### config.mk
export PLATFORM = sky130hd
export DESIGN_NAME = uart_loader
export DESIGN_NICKNAME = d
export VERILOG_FILES = /design/src/rtl/uart_loader_pkg.sv /design/src/rtl/uart_timeout.sv /design/src/rtl/uart_loader.sv
export SDC_FILE = /design/constraint.sdc
export NUM_CORES = 1
export LEC_CHECK = 0
export ABC_AREA = 1
export CAP_MARGIN = 15
export CORE_AREA = 2 2 77 152
export DETAILED_ROUTE_END_ITERATION = 8
export DIE_AREA = 0 0 79 154
export HOLD_SLACK_MARGIN = 0.12
export PLACE_DENSITY = 0.58
export SLEW_MARGIN = 40
export SYNTH_ARGS = -nofsm -noshare
export SYNTH_HDL_FRONTEND = slang
export SYNTH_SLANG_ARGS = --single-unit
### constraint.sdc
create_clock -name clk -period 2.4 [get_ports clk]
set_clock_uncertainty 0.05 [all_clocks]
set_input_delay 0.6 -clock clk [delete_from_list [all_inputs] [get_ports clk]]
set_output_delay 0.6 -clock clk [all_outputs]
set_load 0.1 [all_outputs]
### src/rtl/uart_loader_pkg.sv
// Shared types and constants for the UART program loader.
package uart_loader_pkg;

    typedef enum logic [2:0] {
        StIdle,
        StLenHi,
        StLenLo,
        StData,
        StCksum
    } loader_state_t;

    localparam logic [7:0] SYNC_BYTE = 8'hA5;

endpackage

### src/rtl/uart_timeout.sv
// Inter-byte watchdog: counts enabled cycles since the last clear and pulses
// expired when the count reaches CYCLES-1. CYCLES must be at least 2.
module uart_timeout #(
    parameter int unsigned CYCLES = 2_000_000
) (
    input  logic clk,
    input  logic rst,
    input  logic clear,
    input  logic enable,
    output logic expired
);

    localparam int unsigned CW = $clog2(CYCLES + 1);

    logic [CW-1:0] cnt_q;

    // Fires on the cycle whose increment would reach CYCLES-1, so the registered
    // error lands exactly CYCLES cycles after the last byte.
    assign expired = enable && !clear && (cnt_q == CW'(CYCLES - 2));

    always_ff @(posedge clk) begin
        if (rst || clear || expired) begin
            cnt_q <= '0;
        end else if (enable) begin
            cnt_q <= cnt_q + 1'b1;
        end
    end

endmodule

### src/rtl/uart_loader.sv
// Framed program loader behind the UART receiver: sync, 16-bit length, payload,
// and an optional XOR checksum byte enabled by UART_LOADER_CHECKSUM_EN.
module uart_loader
    import uart_loader_pkg::*;
#(
    parameter int unsigned ADDR_WIDTH     = 16,
    parameter int unsigned TIMEOUT_CYCLES = 2_000_000
) (
    input  logic                  clk,
    input  logic                  rst,
    input  logic                  rx_done,
    input  logic [7:0]            rx_data,
    output logic                  mem_we,
    output logic [ADDR_WIDTH-1:0] mem_addr,
    output logic [7:0]            mem_wdata,
    output logic                  busy,
    output logic                  load_done,
    output logic                  load_err
);

    localparam int unsigned CW      = ADDR_WIDTH + 1;
    localparam logic [31:0] MAX_LEN = 32'd1 << ADDR_WIDTH;

    loader_state_t         state_q, state_d;
    logic [15:0]           len_q, len_d;
    logic [CW-1:0]         cnt_q, cnt_d;
    logic                  we_q, we_d;
    logic [ADDR_WIDTH-1:0] addr_q, addr_d;
    logic [7:0]            wdata_q, wdata_d;
    logic                  done_q, done_d;
    logic                  err_q, err_d;
    logic                  expired;
    logic [15:0]           len_rx;
`ifdef UART_LOADER_CHECKSUM_EN
    logic [7:0]            acc_q, acc_d;
`endif

    assign len_rx = {len_q[15:8], rx_data};

    uart_timeout #(
        .CYCLES(TIMEOUT_CYCLES)
    ) u_timeout (
        .clk    (clk),
        .rst    (rst),
        .clear  (rx_done),
        .enable (busy),
        .expired(expired)
    );

    always_comb begin
        state_d = state_q;
        len_d   = len_q;
        cnt_d   = cnt_q;
        we_d    = 1'b0;
        addr_d  = addr_q;
        wdata_d = wdata_q;
        done_d  = 1'b0;
        err_d   = 1'b0;
`ifdef UART_LOADER_CHECKSUM_EN
        acc_d   = acc_q;
`endif
        if (rx_done) begin
            unique case (state_q)
                StIdle: begin
                    if (rx_data == SYNC_BYTE) begin
                        state_d = StLenHi;
`ifdef UART_LOADER_CHECKSUM_EN
                        acc_d   = 8'h00;
`endif
                    end
                end
                StLenHi: begin
                    len_d[15:8] = rx_data;
                    state_d     = StLenLo;
`ifdef UART_LOADER_CHECKSUM_EN
                    acc_d       = acc_q ^ rx_data;
`endif
                end
                StLenLo: begin
                    len_d = len_rx;
                    cnt_d = '0;
`ifdef UART_LOADER_CHECKSUM_EN
                    acc_d = acc_q ^ rx_data;
`endif
                    if ({16'h0000, len_rx} > MAX_LEN) begin
                        err_d   = 1'b1;
                        state_d = StIdle;
                    end else if (len_rx == 16'h0000) begin
`ifdef UART_LOADER_CHECKSUM_EN
                        state_d = StCksum;
`else
                        done_d  = 1'b1;
                        state_d = StIdle;
`endif
                    end else begin
                        state_d = StData;
                    end
                end
                StData: begin
                    we_d    = 1'b1;
                    addr_d  = cnt_q[ADDR_WIDTH-1:0];
                    wdata_d = rx_data;
                    cnt_d   = cnt_q + 1'b1;
`ifdef UART_LOADER_CHECKSUM_EN
                    acc_d   = acc_q ^ rx_data;
`endif
                    if (32'(cnt_d) == 32'(len_q)) begin
`ifdef UART_LOADER_CHECKSUM_EN
                        state_d = StCksum;
`else
                        done_d  = 1'b1;
                        state_d = StIdle;
`endif
                    end
                end
                StCksum: begin
`ifdef UART_LOADER_CHECKSUM_EN
                    done_d = (rx_data == acc_q);
                    err_d  = (rx_data != acc_q);
`endif
                    state_d = StIdle;
                end
                default: state_d = StIdle;
            endcase
        end else if (expired) begin
            err_d   = 1'b1;
            state_d = StIdle;
        end
    end

    always_ff @(posedge clk) begin
        if (rst) begin
            state_q <= StIdle;
            len_q   <= '0;
            cnt_q   <= '0;
            we_q    <= 1'b0;
            addr_q  <= '0;
            wdata_q <= '0;
            done_q  <= 1'b0;
            err_q   <= 1'b0;
`ifdef UART_LOADER_CHECKSUM_EN
            acc_q   <= '0;
`endif
        end else begin
            state_q <= state_d;
            len_q   <= len_d;
            cnt_q   <= cnt_d;
            we_q    <= we_d;
            addr_q  <= addr_d;
            wdata_q <= wdata_d;
            done_q  <= done_d;
            err_q   <= err_d;
`ifdef UART_LOADER_CHECKSUM_EN
            acc_q   <= acc_d;
`endif
        end
    end

    assign busy      = (state_q != StIdle);
    assign mem_we    = we_q;
    assign mem_addr  = addr_q;
    assign mem_wdata = wdata_q;
    assign load_done = done_q;
    assign load_err  = err_q;

endmodule

# Word level (Yosys, flattened, before mapping)
# Cells that the tools add are included.
# op_classes
eq_ne	8
mux	12
n_shift	0
div	0
addsub	2
reduce_logical	17
bitwise_logic	1
n_lt_le_gt_ge	0
mul	0
# op_table
op	n
$pmux 17 s2	1
$add 21x1->21 const B	1
$eq 21x21->1 const B	1
$add 17x1->17 const B	1
$eq 17x16->1	1
$logic_not 16->1	1
$mux 3	4
$pmux 3 s4	1
$eq 8x8->1 const B	1
$reduce_and 2->1	4
$eq 3x2->1 const B	2
$ne 3x3->1 const B	2
$mux 1	4
$reduce_bool 2->1	2
$reduce_or 2->1	2
$eq 3x1->1 const B	1
$logic_not 3->1	1
$reduce_and 3->1	1
$reduce_bool 3->1	1
$logic_and 1x1->1	2
$logic_or 1x1->1	2
$mux 2	1
$pmux 1 s2	1
$logic_not 1->1	1
$not 1->1	1
# word_totals
mem_bits_ro	0
ram_bits	0
reg_bits	84
latchBits	0
n_memories	0
out_inout_bits	28

# Logic depth before layout (Yosys ltp)
# depth
word_depth	5
depth_mapped	16
ltp_nobuf	16

# Hierarchy
# Synthesis repeated with hierarchy kept, for this count alone.
# unflattened
cells_unflattened	611
hier_area_um2	4214.0
# by_module_without_submodules
module	instances	cells_per_inst	area_each_um2
uart_loader	1	420	2969.1
uart_timeout	1	191	1244.9

# Worst setup path before layout
# No wires, ideal clock.
# synth_path
path_kind	reg-to-reg
startpoint	reg state_q[1]
endpoint	reg u_timeout.cnt_q[12]
arrival_ns	1.785
period_less_slack_ns	1.957
setup_slack_ns	0.443
path_buffers	0
stages_incl_launch_ff	12
cell_sequence	dfxtp_1 nor2_2 inv_2 nand2_1 nor2_2 inv_1 nor2_1 inv_1 nor2_2 inv_1 o21ai_0 a21oi_1
# synth_via
elab_chain_cells	4
# synth_rtl
item	line	rtl
start, declared	uart_loader.sv:24	loader_state_t state_q, state_d;
start signal, assigned	uart_loader.sv:133	state_q <= StIdle;
start signal, assigned	uart_loader.sv:145	state_q <= state_d;
$reduce_bool 3->1 *	uart_loader.sv:159	assign busy = (state_q != StIdle);
via busy	uart_loader.sv:16	output logic busy,
$logic_and 1x1->1 (2 in series)	uart_timeout.sv:19	assign expired = enable && !clear && (cnt_q == CW'(CYCLES - 2));
$logic_or 1x1->1	uart_timeout.sv:22	if (rst || clear || expired) begin
end signal, assigned	uart_timeout.sv:25	cnt_q <= cnt_q + 1'b1;
end, declared	uart_timeout.sv:15	logic [CW-1:0] cnt_q;
# Mark *: on every way through the listed nets, which the timed path passes. The rest lies on a longest branch.
# A chain may end at the register's enable or synchronous reset.

# Final worst setup path
# layout_path
startpoint	reg cnt_q[1]
endpoint	reg state_q[1]
# layout_via
elab_chain_cells	4
# layout_rtl
item	line	rtl
start, declared	uart_loader.sv:26	logic [CW-1:0] cnt_q, cnt_d;
start signal, assigned	uart_loader.sv:147	cnt_q <= cnt_d;
$add 17x1->17	uart_loader.sv:103	cnt_d = cnt_q + 1'b1;
$eq 17x16->1	uart_loader.sv:107	if (32'(cnt_d) == 32'(len_q)) begin
$ne 3x3->1 (no source line)	n/a	
$reduce_and 3->1 (no source line)	n/a	
# Every way passes these cells.

==> results.yml <==
clock_network:
  ctsLongestPathBuffers: 2
  cts_root_buffer: "clkbuf_16"
  cts_buffers: 9
  cts_setup_buffers: 0
  cts_hold_buffers: 0
  cts.clk_slew.worst_paths_ns: 0.06
  clock-sinks: 83
  ctsHtreeMaxLevel: 3
  cts_resized: 0
  cts_tree: "yes"
  clk-insertion-delay-late_ns: 0.34
timing:
  fmax_mhz: 453
  worstMarginPinSlew_ns: 0.397
  fin_ws_ns: 0.192
  post-route-min-period_ns: 2.21
  setup_viol_count_final: 0
  slew_headroom_pct: 73.5
  final_max_slew_viol_count: 0
  fin_crit_sh_pct: 92.0
  rsz0062_at_grt: "false"
  finalSetupTns_ns: 0
  hold_viol_final: 0
route:
  drt_pass1_iterations: 4
  via_per_inst: 5.09
  wl_um: 11500
  drtAntennaViolNets: 0
  drc: 0
  wl_per_cell_um: 14.9
  vias: 3941
  drtIter0Drc: 197
final_layout:
  layout_commonest_cell: "nand2_1"
  design_area_um2: 4950
  fillCellCount: 1136
  fin_nets: 643
  seq_area_um2: 1660
  drive_gt1_share_pct: 14.7
  final_cell_mix: "111 x nand2_1, 83 x dfxtp_1, 71 x inv_1"
  antenna_cells: 0
  multi_input_area_um2: 2050
  area_growth_pct: 22.0
  fin_cells: 774
worst_setup_path:
  end_kind: "register"
  worstSetupPathDepth: 14
  worst_ep_required_time_ns: 2.58
  r2r_cells: 14
  start_kind: "register"
  crit_slowest_cell: "dfxtp_1"
  path_cells: "ha_1, nand3_1, nor2_2, nand4_1, nand3_1, nand2_1, nor2_1, nand2_1, nor2_2, nand2_2, nand2_4, nand3_1, nand2_1, nor2_2"
  critPathMaxStageDelay_ns: 0.39
  critPathTopFamily: "simple AND/OR/NAND/NOR gates"
  regToRegSetupSlack_ns: 0.19
  critPathMaxFanout: 5
  critPathKind: "register to register"
  critPathBufInv: 0
  crit_arrival_ns: 2.39
die:
  initial_core_util_pct: 37.0
  core_um2: 10900
  die_x_um: 79
  die_area_um2: 12200
  io_pins: 39
  rows: 54
  fp.dieH_um: 154
grt:
  antenna_found_initial: 0
  grt_pass1_wl_um: 18500
  gr-total-overflow: 0
  grt_pass1_vias: 3831
  grt_use_total_pct: 19.6
  grt_max_degree: 42
pwr:
  power_density_nw_per_um2: 640
  p_leak_nw: 1.94
  vdd_drop_max_mv: 0.407
place:
  port_buffers: 38
  place_ws_ns: 0.116
  dp_hpwl_um: 8820
  dp.cells: 758
  dpl_cell_area_um2: 4620
  gp_congestion: 0.944
synthesis:
  ys_warn_count: 0
  ys_types: 35
  yosysSeqAreaShare_pct: 41.0
  syn_nets: 593
  ys_ff_latch: 83
  syn_inst: 579
  synth_area_um2: 4050
  avgSynthCellArea_um2: 7.00
run_status:
  status: "complete, no violations"
worst_hold_path:
  hold_class: "register to register"
  min_path_cells: 2
run:
  drv_cap: 0
==> worst paths after layout <==
check                        startpoint                 endpoint
setup / recovery  cnt_q[1]$_SDFFE_PP0P_  state_q[1]$_SDFFE_PP0P_
hold / removal    len_q[7]$_SDFFE_PP0P_    len_q[7]$_SDFFE_PP0P_
setup reg to reg  cnt_q[1]$_SDFFE_PP0P_  state_q[1]$_SDFFE_PP0P_
hold reg to reg   len_q[7]$_SDFFE_PP0P_    len_q[7]$_SDFFE_PP0P_
==> metal layers <==
| layer | part of all wire (%) | vias to the layer above | routed length (um) | GRT usage, % |
|---|---|---|---|---|
| li1 | - | 2017 | - | - |
| met1 | 36 | 1820 | 4150 | 19.2 |
| met2 | 57 | 73 | 6540 | 38.1 |
| met3 | 2.5 | 31 | 291 | 2.70 |
| met4 | 4.8 | 0 | 548 | 10.5 |
| met5 | 0 | - | 0 | 0 |
==> cell families after synthesis <==
family | after synthesis | synth area share [%]
AOI/OAI and AO/OA | 118 | 15.3
DFF | 83 | 41.0
buffers and inverters | 88 | 8.36
xor gates and xnor gates | 5 | 1.08
and+or+nand+nor | 282 | 33.3
adders and majority gates | 3 | 0.926
==> layout make-up <==
class | count | area share [%]
clock buffer | 10 | 4.83
clock inverter | 6 | 1.80
inverter | 73 | 5.54
multi-input combinational | 408 | 41.5
sequential | 83 | 33.6
tap | 140 | 3.54
timing repair buffer | 54 | 9.21
==> registers in the layout, indices dropped and copies added, names as in the netlist <==
register and count:
u_timeout.cnt_q 21, cnt_q 17, len_q 16, mem_addr 16, mem_wdata 8, state_q 2
load_done 1, load_err 1, mem_we 1
==> Yosys cell counts, drive strengths merged <==
cell type / instances / area (um2)
o2111ai: 1 / 8.76
buf: 3 / 20.0
nor3b: 1 / 7.51
nor3: 7 / 35.0
nand3b: 2 / 15.0
inv: 73 / 274
nor4: 5 / 31.3
o21ai: 57 / 285
o21bai: 1 / 7.51
or2: 4 / 25.0
nor2: 64 / 324
and3: 1 / 6.26
a21oi: 52 / 264
xor2: 2 / 17.5
o21a: 4 / 30.0
nand4: 17 / 106
dfxtp: 83 / 1660
nand3: 62 / 328
a32o: 2 / 20.0
clkbuf: 12 / 45.0
a31oi: 1 / 6.26
nand2: 119 / 472
ha: 3 / 37.5
xnor2: 3 / 26.3
==> power breakdown <==
part           switching (mW)  leakage, nW  total (mW)  internal, mW
clock network           0.578        0.155        1.52         0.940
registers              0.0180        0.668        1.41          1.40
logic                   0.155         1.12       0.233        0.0781
total                   0.751         1.94        3.16          2.41
==> metrics by stage <==
stage               util (%)  total power [mW]  hold slack (ns)
finish                  45.2              3.16            0.443
global route            45.2              3.27            0.479
CTS                     45.2              3.20            0.438
detailed placement      42.2              1.68            0.429
global placement        42.2              1.67            0.409
floorplan                  -              1.58            0.395
==> worst min-delay path: cells and delay by family, from the launching register on <==
kind                   cells  cell delay [ns]
DFF                        1             0.31
buffers and inverters      1             0.07
AOI/OAI and AO/OA          1             0.06
Note: power is estimated with default switching activity, not from simulation.
